## src/rtl/spi_master_multi.sv

```systemverilog
// ---------------------------------------------------------------------------
// spi_master_multi
//
// SPI master with a CPU-programmable control register and an in-place data
// buffer. One send command shifts up to n_tx words out of the buffer, starting
// at entry 0. Each received word overwrites the entry it was sent from.
// Supports all four CPOL/CPHA modes and a programmable SCLK half-period.
//
// Ports
//   clk_pi      : system clock (only clock of the block)
//   reset_pi    : asynchronous active-high reset
//   wr_pi       : CPU write strobe
//   reg_sel_pi  : 0 = control register, 1 = data buffer
//   entrada_pi  : CPU write data
//   addr_in_pi  : data buffer index for CPU access
//   miso_pi     : serial data in
//   salida_po   : CPU read data (combinational)
//   mosi_o      : serial data out
//   sclk_po     : serial clock
//   cs_po       : active-low chip selects
//
// Control register layout
//   [0] send/busy  [1] cpol  [2] cpha  [3] cs_hold  [7:4] cs_sel
//   [15:8] n_tx    [23:16] clk_div     [31:24] n_rx (read-only)
// ---------------------------------------------------------------------------
module spi_master_multi #(
    parameter int DATA_W = 8,
    parameter int DEPTH  = 32,
    parameter int N_CS   = 4,
    parameter int ADDR_W = $clog2(DEPTH)
) (
    input  logic              clk_pi,
    input  logic              reset_pi,
    input  logic              wr_pi,
    input  logic              reg_sel_pi,
    input  logic [31:0]       entrada_pi,
    input  logic [ADDR_W-1:0] addr_in_pi,
    input  logic              miso_pi,
    output logic [31:0]       salida_po,
    output logic              mosi_o,
    output logic              sclk_po,
    output logic [N_CS-1:0]   cs_po
);

    typedef enum logic [2:0] {IDLE, SETUP, SHIFT, GAP, DONE} state_t;

    localparam logic [6:0] EDGES = 7'(2 * DATA_W);

    state_t state, next_state;

    logic [31:0]       ctrl;
    logic [DATA_W-1:0] buffer [DEPTH];

    logic              send, cpol, cpha, cs_hold;
    logic [3:0]        cs_sel;
    logic [7:0]        n_tx, clk_div, n_rx;

    // Transfer settings captured at accept time so CPU writes cannot disturb them
    logic              cpol_l, cpha_l;
    logic [7:0]        div_l;

    logic [7:0]        div_cnt;
    logic [6:0]        edge_cnt;
    logic [DATA_W-1:0] tx_sr, rx_sr;

    logic              send_ok, tick;
    logic              accept, reject, do_edge, word_end, load_word;
    logic              leading, sample_edge, shift_edge, last_edge;
    logic [DATA_W:0]   rx_ext;
    logic [DATA_W-1:0] rx_next, wb_word, load_data;
    logic [ADDR_W-1:0] load_idx, cur_idx;
    logic              load_cpha;
    logic [31:0]       rd_word;
    logic              unused_bits;

    assign send    = ctrl[0];
    assign cpol    = ctrl[1];
    assign cpha    = ctrl[2];
    assign cs_hold = ctrl[3];
    assign cs_sel  = ctrl[7:4];
    assign n_tx    = ctrl[15:8];
    assign clk_div = ctrl[23:16];
    assign n_rx    = ctrl[31:24];

    assign unused_bits = ^entrada_pi[31:24];

    // A send is only legal if it names a real chip select and a word count that fits the buffer
    assign send_ok = (n_tx != 8'd0) && ({1'b0, n_tx} <= 9'(DEPTH)) && ({1'b0, cs_sel} < 5'(N_CS));

    // One half-period has elapsed when the divider counter reaches the latched clk_div
    assign tick = (div_cnt == div_l);

    // State register
    always_ff @(posedge clk_pi or posedge reset_pi) begin
        if (reset_pi) begin
            state <= IDLE;
        end else begin
            state <= next_state;
        end
    end

    // Next-state logic and the per-cycle strobes that steer the datapath.
    // The first SCLK edge fires at the end of SETUP; after the last edge of a
    // word the block waits one more half-period before leaving SHIFT.
    always_comb begin
        next_state = state;
        accept     = 1'b0;
        reject     = 1'b0;
        do_edge    = 1'b0;
        word_end   = 1'b0;
        load_word  = 1'b0;
        case (state)
            IDLE: begin
                if (send) begin
                    if (send_ok) begin
                        accept     = 1'b1;
                        load_word  = 1'b1;
                        next_state = SETUP;
                    end else begin
                        reject = 1'b1;
                    end
                end
            end
            SETUP: begin
                if (tick) begin
                    do_edge    = 1'b1;
                    next_state = SHIFT;
                end
            end
            SHIFT: begin
                if (tick) begin
                    if (edge_cnt == EDGES) begin
                        word_end = 1'b1;
                        if (n_rx < n_tx) begin
                            if (cs_hold) begin
                                load_word  = 1'b1;
                                next_state = SETUP;
                            end else begin
                                next_state = GAP;
                            end
                        end else begin
                            next_state = DONE;
                        end
                    end else begin
                        do_edge = 1'b1;
                    end
                end
            end
            GAP: begin
                if (tick) begin
                    load_word  = 1'b1;
                    next_state = SETUP;
                end
            end
            DONE: begin
                next_state = IDLE;
            end
            default: begin
                next_state = IDLE;
            end
        endcase
    end

    // Edge classification: an edge is leading when an even number of edges came before it.
    // cpha=0 samples on leading edges, cpha=1 on trailing edges; the other edge shifts.
    assign leading     = ~edge_cnt[0];
    assign sample_edge = do_edge & (leading ^ cpha_l);
    assign shift_edge  = do_edge & ~(leading ^ cpha_l);
    assign last_edge   = do_edge & (edge_cnt == EDGES - 7'd1);

    assign rx_ext  = {rx_sr, miso_pi};
    assign rx_next = rx_ext[DATA_W-1:0];
    // For cpha=1 the final edge is itself a sample edge, so include that bit in the write-back
    assign wb_word = sample_edge ? rx_next : rx_sr;

    // On accept n_rx is being cleared this same edge, so the first word always comes from entry 0
    assign cur_idx   = n_rx[ADDR_W-1:0];
    assign load_idx  = accept ? '0 : cur_idx;
    assign load_data = buffer[load_idx];
    assign load_cpha = accept ? cpha : cpha_l;

    // Control register, pin drivers and shift datapath
    always_ff @(posedge clk_pi or posedge reset_pi) begin
        if (reset_pi) begin
            ctrl     <= 32'd0;
            sclk_po  <= 1'b0;
            mosi_o   <= 1'b0;
            cs_po    <= '1;
            cpol_l   <= 1'b0;
            cpha_l   <= 1'b0;
            div_l    <= 8'd0;
            div_cnt  <= 8'd0;
            edge_cnt <= 7'd0;
            tx_sr    <= '0;
            rx_sr    <= '0;
        end else begin
            if (wr_pi && !reg_sel_pi && !send) begin
                ctrl[23:0] <= entrada_pi[23:0];
            end

            if (reject) begin
                ctrl[0] <= 1'b0;
            end

            if (accept) begin
                cpol_l       <= cpol;
                cpha_l       <= cpha;
                div_l        <= clk_div;
                ctrl[31:24]  <= 8'd0;
            end

            if (accept || tick) begin
                div_cnt <= 8'd0;
            end else if (state == SETUP || state == SHIFT || state == GAP) begin
                div_cnt <= div_cnt + 8'd1;
            end

            if (state == IDLE) begin
                sclk_po <= cpol;
            end

            if (load_word) begin
                edge_cnt <= 7'd0;
                rx_sr    <= '0;
                tx_sr    <= load_cpha ? load_data : (load_data << 1);
                cs_po    <= ~(N_CS'(1) << cs_sel);
                if (!load_cpha) begin
                    mosi_o <= load_data[DATA_W-1];
                end
            end

            if (do_edge) begin
                sclk_po  <= ~sclk_po;
                edge_cnt <= edge_cnt + 7'd1;
            end

            if (shift_edge) begin
                mosi_o <= tx_sr[DATA_W-1];
                tx_sr  <= tx_sr << 1;
            end

            if (sample_edge) begin
                rx_sr <= rx_next;
            end

            if (last_edge) begin
                ctrl[31:24] <= n_rx + 8'd1;
            end

            if (word_end && next_state != SETUP) begin
                cs_po <= '1;
            end

            if (word_end && next_state == DONE) begin
                ctrl[0] <= 1'b0;
            end
        end
    end

    // Buffer storage is deliberately not reset so data survives an aborted transfer.
    // CPU writes and write-backs never coincide because the CPU is locked out while busy.
    always_ff @(posedge clk_pi) begin
        if (last_edge) begin
            buffer[cur_idx] <= wb_word;
        end else if (wr_pi && reg_sel_pi && !send) begin
            buffer[addr_in_pi] <= entrada_pi[DATA_W-1:0];
        end
    end

    // Combinational CPU read path
    always_comb begin
        rd_word               = 32'd0;
        rd_word[DATA_W-1:0]   = buffer[addr_in_pi];
        salida_po             = reg_sel_pi ? rd_word : ctrl;
    end

endmodule

```

## config.mk

```make
export PLATFORM = sky130hd
export DESIGN_NAME = spi_master_multi
export DESIGN_NICKNAME = d
export VERILOG_FILES = /design/src/rtl/spi_master_multi.sv
export SDC_FILE = /design/constraint.sdc
export NUM_CORES = 1
export LEC_CHECK = 0
export CAP_MARGIN = 20
export CORE_UTILIZATION = 30
export DETAILED_ROUTE_END_ITERATION = 16
export RECOVER_POWER = 100
export SLEW_MARGIN = 40
export SYNTH_ARGS = -nofsm -noshare
export SYNTH_HDL_FRONTEND = slang
export SYNTH_SLANG_ARGS = --single-unit
```

## constraint.sdc

```tcl
create_clock -name clk_pi -period 4.2 [get_ports clk_pi]
set_input_delay 0.63 -clock clk_pi [delete_from_list [all_inputs] [get_ports clk_pi]]
set_output_delay 0.63 -clock clk_pi [all_outputs]
set_load 0.05 [all_outputs]
```

* Word-level counts from Yosys, hierarchy flattened
Memories as Yosys holds them, arrays and structs flattened.
Cells that the tools add are included.
** Cells by class
- $add $sub $neg :: 3
- Div/mod/pow operators :: 0
- Muxes and demuxes :: 60
- Eq/ne operators :: 9
- Multiply operators :: 0
- Magnitude comparators :: 3
- Shifts and indexed selects :: 1
- Reduce and logical (&&, ||, !) cells :: 25
- Bitwise logic cells :: 8
** Operators with widths (number)
- 8-bit two-way mux :: 11
- 32-bit two-way mux :: 1
- 1-bit two-way mux :: 31
- 3-bit two-way mux :: 7
- 8-bit by 1-bit adder with 8-bit output, second input constant :: 2
- 7-bit two-way mux :: 2
- 2-bit nonzero test :: 7
- 3-bit case mux with 4 select lines :: 1
- 5-bit two-way mux :: 2
- 8-bit equality test :: 1
- 8-bit by 6-bit less-or-equal comparator with 1-bit output, second input constant :: 1
- 1-bit logical AND :: 8
- 8-bit < comparator :: 1
- 4-bit two-way mux :: 2
- 8-bit nonzero test :: 1
- 8-bit OR reduction :: 1
- 7-bit by 1-bit adder with 7-bit output, second input constant :: 1
- 7-bit by 4-bit equality test with 1-bit output, second input constant :: 1
- 7-bit by 5-bit equality test with 1-bit output, second input constant :: 1
- 3-bit by 2-bit equality test with 1-bit output, second input constant :: 2
- 4-bit by 3-bit < comparator with 1-bit output, second input constant :: 1
- 4-bit inverter :: 1
- 1-bit by 4-bit << shifter with 4-bit output, first input constant :: 1
- 1-bit AND :: 3
- other kinds (14) :: 19
** Word-level totals
- Bits in read-only memories :: 0
- Register bits after elaboration :: 81
- Input port bits :: 42
- Memory bits (writable) :: 256
- Output and inout port bits :: 38
- Memories kept :: 1
- Latch bits :: 0
** Memories
- buffer :: depth 32, bits a word 8, rd ports 2, clocked after Yosys merged registers in 0, write ports 1, RTL line 52 : logic [DATA_W-1:0] buffer [DEPTH];

* Logic depth before layout (Yosys ltp)
An unclocked memory read counts as a cell.
- Word-level depth :: 11
- Mapped depth :: 11
- Depth with buffers taken out :: 9

* Worst setup path after synthesis
Ideal clock, no wire load.
- Path kind :: input-to-output
- Start :: input port addr_in_pi[1]
- End :: output port salida_po[7]
- Arrival :: 3029 ps
- Path slack :: 541 ps
- Data required time :: 3570 ps
- Cell stages on the path :: 8
- Path buffers :: 4
- Cells stage by stage :: clkbuf_1 > buf_2 > buf_2 > clkbuf_1 > mux4_2 > mux4_2 > mux2i_1 > a21oi_1
** Between the ends
- Word-level cells in the longest chain between the ends :: 2
** Ends and longest elaborated chain
- from (decl) :: RTL line 37 : input logic [ADDR_W-1:0] addr_in_pi,
- memory read 32 x 8 bit
- 32-bit two-way mux :: RTL line 274 : salida_po = reg_sel_pi ? rd_word : ctrl;
- to (decl) :: RTL line 39 : output logic [31:0] salida_po,
No other way between the ends.

* Worst setup path in the final report
- Start :: input port addr_in_pi[0]
- End :: output port salida_po[2]
The elaborated chain is that of the path after synthesis.

==> run metrics <==
DP Cell Count 2020; I/O Buffers 71; chip height 238.9 µm; CTS resizes 0; Rows 86; R2R Path Start edge_cnt[5]$_DFFE_PP0P_; Synth Net Count 1248; clock buffer count from CTS 38; Syn Inst Count 1195; initial antenna violation count 1; Hold Buf Count CTS 0; P&R area growth vs syn 17.96%; layout cells sized above 1 23.73%; Starting Density 30.44%; die width 238.9 µm; Final nets 1365; Max Cap Viol 3; nature of the critical path endpoint output port; CP cell instances buf_4, mux4_2, mux4_2, mux2i_1, a21oi_1, clkbuf_2; Crit path required time 3.57 ns; vias per std cell 5.433; area post-placement 18870 µm²; Post-DRT Antenna Nets 0; grt ovf 0; vias in the first global route 11437; min-delay src ctrl[17]$_DFFE_PP0P_; Max clock buf depth 3; non-filler instance count after layout 2088; Max Fclk 249.6 MHz; Slew Viols, Final 120; failing checks capacitance limit, slew limit; root buf cell clkbuf_16; Worst R2R Path Depth 9; Total Routed Length 49080 µm; hold path cells 2; most common cell after layout, fill and taps aside edfxtp_1; total power draw a little over 0.01 W; static leakage power between 6 and 7 nW; crit start category input pin; Post-CTS Repair Setup Buffers 0; Yosys reg bits 337; core area 55310 µm²; via count approximately 11000; fin crit period 4.006 ns; arrival time worst endpoint 3.38 ns; crit-path max cell delay roughly 0.70 ns; CP max stage cell buf_4; Clock Skews between 0.01 and 0.015 ns; DRT Pass-1 Iters 5; post-synthesis area per instance 14.09 µm²; Place WS 0.3852 ns; sequential fraction of the synthesis area 57.72%; TritonCTS Sinks approximately 340; Final setup viols 0; synthesized cell area 16840 µm²; synth warn 0; cell mode on critical path mux4_2; post-layout worst setup margin a little under 0.2 ns; first-pass GRT wire length ~73000 µm; Diodes inserted 0; relative slew slack -38.86%; Final Hold Vio Count 0; combinational share of power 23.4%; WL/cell 23.51 µm; gr usage total 17.40%; CTS tree done; asr flop ratio synth 24.04%; pwr/cell area 510.8 nW/µm²; clock transition at the registers of the reported paths approximately 0.060 ns; DRC 0; deepest level of the CTS H-tree 2; design area 19860 µm²; CP Class input pin to output port; critical path's top delay family multiplexers; Detailed Route Iter0 Violations 1240; peak supply drop 0.0002365 V; final setup TNS 0 ns; Hold Path Class flop to flop; CP Buf/Inv Count 2; post-synth cell types 74; Net Sw Frac between 30% and 40%; most frequent cells in the layout 256 x edfxtp_1, 127 x nor2_1, 125 x mux4_2; Flop pwr share 45.2%; die area between 50000 and 60000 µm²; worst-path maximum fanout 63; hpwl dp about 33000 µm; RD Place Congestion approximately 0.9; FF-to-FF End buffer[9][6]$_DFFE_PP_; dominant synthesized flop cell edfxtp_1; Cell Int Power between 0.006 and 0.007 W; Least-Margin Pin Slew 2.071 ns; Sw Pwr 0.003191 W; Final Cycle Share 95.39%; RSZ-0062 raised after global routing false; R2R setup slack 0.33 ns; Top Ports 80; Clock Latency Late Sink 0.54 ns; status finished, violations left; clock share of power 31.3%; hold worst-path end div_l[1]$_DFFE_PP0P_; EDFF count, synth 256; largest net degree at the start of global routing 64
cell usage after synthesis, types with 12 or more instances:
library cell	instances	area (µm²)
a21oi_1	49	245.2
nand3_1	26	130.1
mux2_2	35	394.1
dfrtp_1	77	1927
mux4_2	125	2815
inv_1	18	67.56
buf_1	14	52.55
nor2b_1	24	150.1
nor2_1	133	499.2
buf_2	20	100.1
mux2i_1	38	380.4
a31oi_1	12	75.07
xor2_1	15	131.4
edfxtp_1	256	7687
o21ai_0	37	185.2
nand2_1	109	409.1
clkbuf_1	41	153.9
per-stage QoR:
step           util, %  hold slack (ns)
3_5_place_dp     34.13           0.4855
4_1_cts          36.22           0.4945
6_report         35.91           0.4876
2_1_floorplan        -           0.4491
5_1_grt          35.91           0.5189
3_3_place_gp     34.05           0.4675
flip-flops by register name, summed over array words and instances, names as in the netlist:
signal    flops
buffer      256
cpha_l        1
cs_po         4
ctrl         32
div_cnt       8
div_l         8
edge_cnt      7
mosi_o        1
rx_sr         8
sclk_po       1
state         3
tx_sr         8
worst register-to-register path, stage by stage (launching register included):
cell and delay (ns):
dfrtp_1 0.41, or2_2 0.33, o41a_1 0.44, o2111a_1 0.33, nand2_1 0.19, clkbuf_1 0.54, a31oi_1 0.29, buf_4 0.25
nor2_1 0.11, clkbuf_1 0.61
worst max path at each step:
| stage | cells past startpoint | startpoint | to |
|---|---|---|---|
| floorplan | 8 | addr_in_pi[1] | salida_po[7] |
| global placement | 7 | addr_in_pi[1] | salida_po[0] |
| detailed placement | 7 | addr_in_pi[1] | salida_po[0] |
| CTS | 7 | addr_in_pi[1] | salida_po[0] |
| global route | 9 | div_cnt[5]$_DFFE_PP0P_ | buffer[13][6]$_DFFE_PP_ |
| finish | 6 | addr_in_pi[0] | salida_po[2] |
final cells by class:
type | instances | area, µm²
fillers | 5308 | 35450
repair buffers | 157 | 1227
clock buffers | 54 | 1032
flip-flops and latches | 337 | 9726
well taps | 748 | 935.9
multi-input cells | 758 | 6739
inverters | 20 | 76.32
clock inverters | 14 | 125.1
routing by layer:
| metal | routed length, µm | up-vias | GRT usage [%] |
|---|---|---|---|
| li1 | - | 4883 | - |
| met1 | 19680 | 5834 | 22.99 |
| met2 | 23560 | 539 | 28.24 |
| met3 | 4403 | 87 | 3.903 |
| met4 | 1434 | 2 | 5.692 |
| met5 | 9 | - | 0 |
logic make-up after synthesis:
logic type / share of synthesized area, %
compound gates: 7.416
xor+xnor: 1.040
buf+inv: 2.556
simple gates: 8.992
fa+ha+maj: 0.8174
flops: 57.72
mux: 21.45
power by group through the flow:
stage	Clock, W	Sequential (W)	Combinational (W)
floorplan	0	0.00469	0.00145
global placement	0	0.00464	0.00240
detailed placement	0	0.00465	0.00246
CTS	0.00323	0.00459	0.00247
global route	0.00335	0.00464	0.00260
finish	0.00318	0.00459	0.00238
No activity file was read; power rests on OpenSTA's default activity.
